**config.mk**
```make
export PLATFORM = sky130hd
export DESIGN_NAME = tt_um_hoene_protocol_transmitter
export DESIGN_NICKNAME = d
export VERILOG_FILES = /design/src/rtl/tt_um_hoene_protocol_transmitter.sv
export SDC_FILE = /design/constraint.sdc
export NUM_CORES = 1
export LEC_CHECK = 0
export ABC_AREA = 1
export BUFFER_PORTS_ARGS = -buffer_cell sky130_fd_sc_hd__buf_2
export CAP_MARGIN = 40
export CORE_MARGIN = 1.5
export CORE_UTILIZATION = 53
export CTS_CLUSTER_DIAMETER = 150
export DETAILED_ROUTE_END_ITERATION = 8
export GPL_TIMING_DRIVEN = 0
export PLACE_DENSITY_LB_ADDON = 0.2
export SLEW_MARGIN = 10
export SYNTH_ARGS = -nofsm -noshare
export SYNTH_HDL_FRONTEND = slang
export SYNTH_SLANG_ARGS = --single-unit
```
**constraint.sdc**
```tcl
create_clock -name clk -period 3.6 [get_ports clk]
set_clock_uncertainty 0.1 [all_clocks]
set_input_delay 0 -clock clk [delete_from_list [all_inputs] [get_ports clk]]
set_output_delay 0 -clock clk [all_outputs]
set_load 0.02 [all_outputs]
```
**src/rtl/tt_um_hoene_protocol_transmitter.sv**
```systemverilog
// Manchester-encoded RGB frame transmitter: preamble of ones, start bit, 30 data bits, even parity, idle gap.
// One 30-bit RGB triple is accepted per frame through a valid/ready handshake.
module tt_um_hoene_protocol_transmitter #(
    parameter int HALF_BIT      = 8,
    parameter int PREAMBLE_BITS = 8,
    parameter int GAP_BITS      = 2
) (
    input  logic       clk,
    input  logic       rst,
    input  logic [9:0] in_red,
    input  logic [9:0] in_green,
    input  logic [9:0] in_blue,
    input  logic       in_valid,
    output logic       in_ready,
    output logic       out,
    output logic       out_bit_strobe,
    output logic       out_busy
);

    if (HALF_BIT < 2 || HALF_BIT > 63) begin : g_bad_half_bit
        $error("HALF_BIT out of range 2..63");
    end
    if (PREAMBLE_BITS < 1 || PREAMBLE_BITS > 15) begin : g_bad_preamble
        $error("PREAMBLE_BITS out of range 1..15");
    end
    if (GAP_BITS < 0 || GAP_BITS > 7) begin : g_bad_gap
        $error("GAP_BITS out of range 0..7");
    end

    localparam logic [5:0] HALF_LAST = 6'(HALF_BIT - 1);
    localparam logic [5:0] PRE_LAST  = 6'(PREAMBLE_BITS - 1);
    localparam logic [5:0] GAP_LAST  = 6'((GAP_BITS > 0) ? GAP_BITS - 1 : 0);
    localparam logic [5:0] DATA_LAST = 6'd29;

    typedef enum logic [2:0] {
        IDLE,
        PREAMBLE,
        START,
        DATA,
        PARITY,
        GAP
    } state_t;

    state_t      state;
    state_t      state_nx;
    logic [5:0]  half_cnt;
    logic [5:0]  half_cnt_nx;
    logic [5:0]  bit_idx;
    logic [5:0]  bit_idx_nx;
    logic        phase;
    logic        phase_nx;
    logic [29:0] data_q;
    logic        parity_q;
    logic        accept;
    logic        bit_end;
    logic        bit_val;
    logic        line_nx;
    logic        strobe_nx;

    assign in_ready = (state == IDLE) && !rst;
    assign accept   = in_valid && in_ready;
    assign out_busy = (state != IDLE);
    assign bit_end  = (half_cnt == HALF_LAST) && phase;

    // phase=0 is the first half of a bit; a bit ends after the second half's last clock
    always_comb begin
        state_nx    = state;
        half_cnt_nx = half_cnt;
        phase_nx    = phase;
        bit_idx_nx  = bit_idx;
        if (state == IDLE) begin
            half_cnt_nx = 6'd0;
            phase_nx    = 1'b0;
            bit_idx_nx  = 6'd0;
            if (accept) begin
                state_nx = PREAMBLE;
            end
        end else begin
            if (half_cnt == HALF_LAST) begin
                half_cnt_nx = 6'd0;
                phase_nx    = ~phase;
            end else begin
                half_cnt_nx = half_cnt + 6'd1;
            end
            if (bit_end) begin
                bit_idx_nx = bit_idx + 6'd1;
                unique case (state)
                    PREAMBLE: begin
                        if (bit_idx == PRE_LAST) begin
                            state_nx   = START;
                            bit_idx_nx = 6'd0;
                        end
                    end
                    START: begin
                        state_nx   = DATA;
                        bit_idx_nx = 6'd0;
                    end
                    DATA: begin
                        if (bit_idx == DATA_LAST) begin
                            state_nx   = PARITY;
                            bit_idx_nx = 6'd0;
                        end
                    end
                    PARITY: begin
                        bit_idx_nx = 6'd0;
                        state_nx   = (GAP_BITS == 0) ? IDLE : GAP;
                    end
                    GAP: begin
                        if (bit_idx == GAP_LAST) begin
                            state_nx   = IDLE;
                            bit_idx_nx = 6'd0;
                        end
                    end
                    default: begin
                        state_nx   = IDLE;
                        bit_idx_nx = 6'd0;
                    end
                endcase
            end
        end
    end

    // The line is computed from next-state values so that out itself is a plain register
    always_comb begin
        bit_val   = 1'b0;
        line_nx   = 1'b0;
        strobe_nx = 1'b0;
        unique case (state_nx)
            PREAMBLE: bit_val = 1'b1;
            START:    bit_val = 1'b0;
            DATA: begin
                for (int i = 0; i < 30; i++) begin
                    if (bit_idx_nx == 6'(i)) begin
                        bit_val = data_q[29 - i];
                    end
                end
            end
            PARITY:   bit_val = parity_q;
            default:  bit_val = 1'b0;
        endcase
        if (state_nx inside {PREAMBLE, START, DATA, PARITY}) begin
            line_nx   = bit_val ^ phase_nx;
            strobe_nx = (half_cnt_nx == 6'd0) && !phase_nx;
        end
    end

    always_ff @(posedge clk or posedge rst) begin
        if (rst) begin
            state          <= IDLE;
            half_cnt       <= 6'd0;
            phase          <= 1'b0;
            bit_idx        <= 6'd0;
            data_q         <= 30'd0;
            parity_q       <= 1'b0;
            out            <= 1'b0;
            out_bit_strobe <= 1'b0;
        end else begin
            state          <= state_nx;
            half_cnt       <= half_cnt_nx;
            phase          <= phase_nx;
            bit_idx        <= bit_idx_nx;
            out            <= line_nx;
            out_bit_strobe <= strobe_nx;
            if (accept) begin
                data_q   <= {in_red, in_green, in_blue};
                parity_q <= ^{in_red, in_green, in_blue};
            end
        end
    end

endmodule

```
# After elaboration in Yosys (flattened, before gate mapping)

Cells that the tools add are included.

Register bits after elaboration: 49
Input port bits: 33
Word-level logic and storage cells: 116

Add/sub/neg operators: 2
Equality and inequality tests: 42
Mux-type cells: 50
Bitwise gates (word level): 2
Reductions and logical operators: 12

Operators with widths:

| operator            | count |
|---|---|
| $eq 6x5->1 const B  | 15 |
| $eq 6x4->1 const B  | 8 |
| $mux 6              | 7 |
| $eq 6x3->1 const B  | 6 |
| $mux 1              | 34 |
| $reduce_xor 30->1   | 1 |
| $mux 3              | 6 |
| $pmux 6 s3          | 1 |
| $pmux 3 s5          | 1 |
| $add 6x1->6 const B | 2 |
| $eq 3x2->1 const B  | 4 |
| $eq 6x1->1 const B  | 2 |
| $eq 6x2->1 const B  | 2 |
| $logic_not 6->1     | 2 |
| $eq 3x3->1 const B  | 3 |
| $eq 3x1->1 const B  | 2 |
| $logic_and 1x1->1   | 4 |
| $reduce_bool 4->1   | 1 |
| $logic_not 3->1     | 1 |
| $pmux 1 s3          | 1 |
| $reduce_bool 3->1   | 1 |
| $logic_not 1->1     | 2 |
| $not 1->1           | 1 |
| $xor 1x1->1         | 1 |

# Logic depth before layout (Yosys ltp)

Word-level depth: 39
Mapped depth: 38
Depth with buffers taken out: 37

# Worst setup path before layout

OpenSTA, ideal clock, no wires.

Kind: register -> register
Start point: reg half_cnt[0]
End point: reg out
Setup time: 0.117 ns
Data arrival time: 3.148 ns
Data required time: 3.383 ns
Setup slack: 0.235 ns
Cell stages (with the launch flop): 37
Path buffers: 1
Clock period less this slack: 3.365 ns
Cells stage by stage: dfrtp_1 > ha_1 > nand2_1 > nor4_1 > ha_1 > buf_2 > nand2_1 > o21ai_0 > nand2_1 > nor2_1 > o21ai_2 > nand2_1 > inv_2 > nand4_1 > nand2_1 > inv_1 > nand4_1 > nand2_1 > nand2_1 > nand2_1 > nand2_1 > nand2_1 > nand2_1 > nand2_1 > nand4_1 > nor2_1 > nand4_1 > nand2_1 > nand2_1 > nand2_1 > nand4_1 > nand2_1 > nand2_1 > nand2_1 > nand2_1 > nor2_1 > nor2_1

Longest elaborated chain between the ends: 38

Ends and longest elaborated chain:

| item                   | line   | source |
|---|---|---|
| start, declared        | 46     | `logic [5:0] half_cnt;` |
| start signal, assigned | 159    | `half_cnt <= half_cnt_nx;` |
| $eq 6x3->1 *           | 63, 79 |  |
| $logic_and 1x1->1      | 63     | `assign bit_end = (half_cnt == HALF_LAST) && phase;` |
| $mux 6                 | 85     | `if (bit_end) begin` |
| $mux 6                 | 71     | `if (state == IDLE) begin` |
| $logic_not 6->1        | 133    | `if (bit_idx_nx == 6'(i)) begin` |
| $mux 1 (30 in series)  | 133    |  |
| $pmux 1 s3             | 128    | `unique case (state_nx)` |
| $xor 1x1->1            | 142    | `line_nx = bit_val ^ phase_nx;` |
| $mux 1 *               | 141    | `if (state_nx inside {PREAMBLE, START, DATA, PARITY}) begin` |
| named net line_nx      | 57     | `logic line_nx;` |
| end signal, assigned   | 162    | `out <= line_nx;` |
| end, declared          | 15     | `output logic out,` |

The timed path passes the listed nets; every way through them passes the cells marked *.
A chain may end at the register's enable or synchronous reset.

# Final worst setup path

Start point: reg half_cnt[1]
End point: reg out

Same word-level chain as after synthesis.

==> results.toml <==
[floorplanning]
dieWidth_um = 78.70
die_area_um2 = 6193
die_h_um = 78.70
core_area_um2 = 5507
io_pins = 37
initial_core_util_pct = 55.15
rows = 27

[pwr]
ir_worst_vdd_v = 0.0002714
power_leakage_uw = 0.001979
pwr-share-clk_pct = 34.7
pwr-share-comb_pct = 15.4
totalPowerFinal_uw = 1157
pwr-share-seq_pct = 49.9
p_switching_uw = 263.7
power_density_nw_per_um2 = 291.5
swShare_pct = 22.78
p_int_uw = 893.7

[place]
dp_hpwl_mm = 4.758
gp_congestion = 0.8468
dp_slack_ns = -0.2835
io_buffer_count = 36
dpl_cell_area_um2 = 3327
place_inst = 473

[drt]
drt_iter0_drc = 108
routed_wirelength_mm = 6.991
drc_errors = 0
vias = 2676
wl_per_cell_um = 13.32
drtPass1Iterations = 4
vias_per_cell = 5.097
antenna_left = 0

[global_route]
grt_pass1_wl_mm = 12.04
grt_use_total_pct = 24.46
overflow = 0
grt_pass1_vias = 2726
antenna_found_initial = 0
grt_max_degree = 32

[final_layout]
drive_gt1_share_pct = 28.04
fin_area_um2 = 3970
ff_latch_area_um2 = 1226
fin_cells = 525
multi_input_area_um2 = 1694
nFillCells = 418
nNetsFinal = 489
areaGrowthSynthToFinish_pct = 30.74
antenna_cells = 0

[timing]
slew_headroom_pct = 57.78
fin_crit_sh_pct = 99.59
slew_violations = 0
fmax_ghz = 0.2789
tightest_slew_ns = 0.6333
finalSetupTns_ns = 0
finalHoldViolations = 0
setup_viol = 0
rsz0062_at_grt = "true"
setup_ws_ns = 0.01483
period_needed_ns = 3.585

[setup_path]
critPathArrivalTime_ns = 3.72
start_kind = "register"
reg2reg_depth = 37
crit_top_cell = "nand2_1"
slowest_stage = "dfrtp_1"
worst_ep_required_time_ns = 3.73
r2r_setup_slack_ns = 0.01
r2r_start = "half_cnt[1]"
r2r-end = "out"
cp_max_fo = 6
slowest_delay_ns = 0.40
worstSetupEndpointType = "register"
path_class = "reg -> reg"

[logic_synthesis]
ys_async_sr_fraction_pct = 100.0
syn-cell-area_um2 = 3037
yosys_warnings = 0
ys_seq_elements = 49
synth_edf_count = 0
synth_cell_types = 36
ys.flop_type = "dfrtp_1"
syn_area_per_cell_um2 = 8.342
synthCells = 364
ys_seq_area_share_pct = 40.38
syn_nets = 401

[flow_run]
maxCapViolCount = 0

[clock_tree]
clkTransAtPathRegs_ns = 0.08
clockRootBuffer = "clkbuf_8"
cts-htree-levels = 2
clock_latency_ns = 0.30
numCtsBuffers = 5
cts_tree = "built"
cts_sinks = 49
clockBufferDepth = 2

[run_status]
outcome = "complete, no violations"

[min_path]
hold_path_class = "in -> async"
repair_timing:
item	in CTS	in global routing
hold endpoints to repair	80	0
hold buffers	32	0
resized for setup	26	9
setup endpoints to repair	1	1
setup buffers	9	3
pin swaps	13	10
worst max-delay path: cells and delay by family (launching register included):
kind            cells  cell delay, ns
flops               1            0.40
simple gates       29            2.03
compound gates      2            0.19
buf+inv             4            0.34
fa+ha+maj           2            0.45
cell type report:
| class | instances | area share (%) |
|---|---|---|
| Multi-Input combinational cell | 260 | 42.67 |
| Sequential cell | 49 | 30.89 |
| Timing Repair Buffer | 81 | 15.38 |
| Inverter | 48 | 4.980 |
| Tap cell | 72 | 2.269 |
| Clock buffer | 7 | 2.175 |
| Buffer | 7 | 0.8824 |
| Clock inverter | 1 | 0.7564 |
synthesized netlist by cell type (3+ instances only):
master,count,area [µm²]
a21oi_1,8,40.04
clkbuf_1,5,18.77
dfrtp_1,49,1226
ha_1,4,50.05
inv_1,42,157.7
inv_2,4,15.01
mux2_2,25,281.5
nand2_1,71,266.5
nand2_2,5,31.28
nand2_4,6,67.56
nand3_1,19,95.09
nand4_1,19,118.9
nor2_1,33,123.9
nor2_2,3,18.77
nor3_1,5,25.02
nor4_1,3,18.77
o21ai_0,12,60.06
xnor2_1,23,201.4
xor2_1,6,52.55
how the worst max path moves through the flow:
stage / startpoint / to / depth (start not counted)
floorplan: half_cnt[0] / out / 36
CTS: half_cnt[1] / out / 34
finish: half_cnt[1] / out / 37
global route: half_cnt[0] / out / 36
detailed placement: half_cnt[0] / out / 29
global placement: half_cnt[0] / out / 29
cell families (layout without fill, tap and decap cells):
family          count (synthesis)  in the layout  share of synthesized area [%]
simple gates                  173            173                          27.94
compound gates                 29             29                          5.439
mux                            25             25                          9.271
flops                          49             49                          40.38
xor+xnor                       29             29                          8.364
fa+ha+maj                       4              4                          1.648
buf+inv                        55            144                          6.963
flip-flops by register name, indices dropped and copies added, names as in the netlist:
register,cells
parity_q,1
state,3
out,1
phase,1
bit_idx,6
half_cnt,6
out_bit_strobe,1
data_q,30
cells in the final DEF (no fill, tap or decap), drive strengths merged:
| cell type | n |
|---|---|
| ha | 4 |
| a41oi | 1 |
| dfrtp | 49 |
| dlygate4sd3 | 32 |
| o21ai | 16 |
| nor2 | 38 |
| nor3 | 5 |
| a31oi | 1 |
| clkinv | 1 |
| a21oi | 8 |
| bufinv | 1 |
| xor2 | 6 |
| nor4 | 3 |
| xnor2 | 23 |
| inv | 47 |
| buf | 51 |
| mux2 | 25 |
| nor4b | 1 |
| nand3 | 20 |
| nand4 | 19 |
| or2 | 2 |
| nand2 | 82 |
| clkbuf | 12 |
| nor3b | 1 |
| o21bai | 1 |
| or3 | 2 |
| o21a | 2 |
through the flow:
stage	utilization (%)	hold slack, ns
after CTS	71.30	0.1591
after global routing	72.10	0.2078
after floorplan	-	-0.01300
after detailed placement	60.42	-0.06715
final	72.10	0.1480
after global placement	60.05	0.1589
power groups by stage:
stage / sequential, µW / clock, µW / combinational (µW)
2_1_floorplan: 584 / 0 / 104
3_3_place_gp: 588 / 0 / 147
3_5_place_dp: 588 / 0 / 153
4_1_cts: 577 / 410 / 179
5_1_grt: 579 / 423 / 195
6_report: 577 / 401 / 179
routing by layer:
layer	vias to the layer above	GRT usage [%]	share of wire, %
met5	-	0	0
met4	0	7.143	1.2
met3	7	3.333	2.8
met2	53	42.67	49
met1	1255	31.64	47
li1	1361	-	-
No activity file was read; power rests on OpenSTA's default activity.
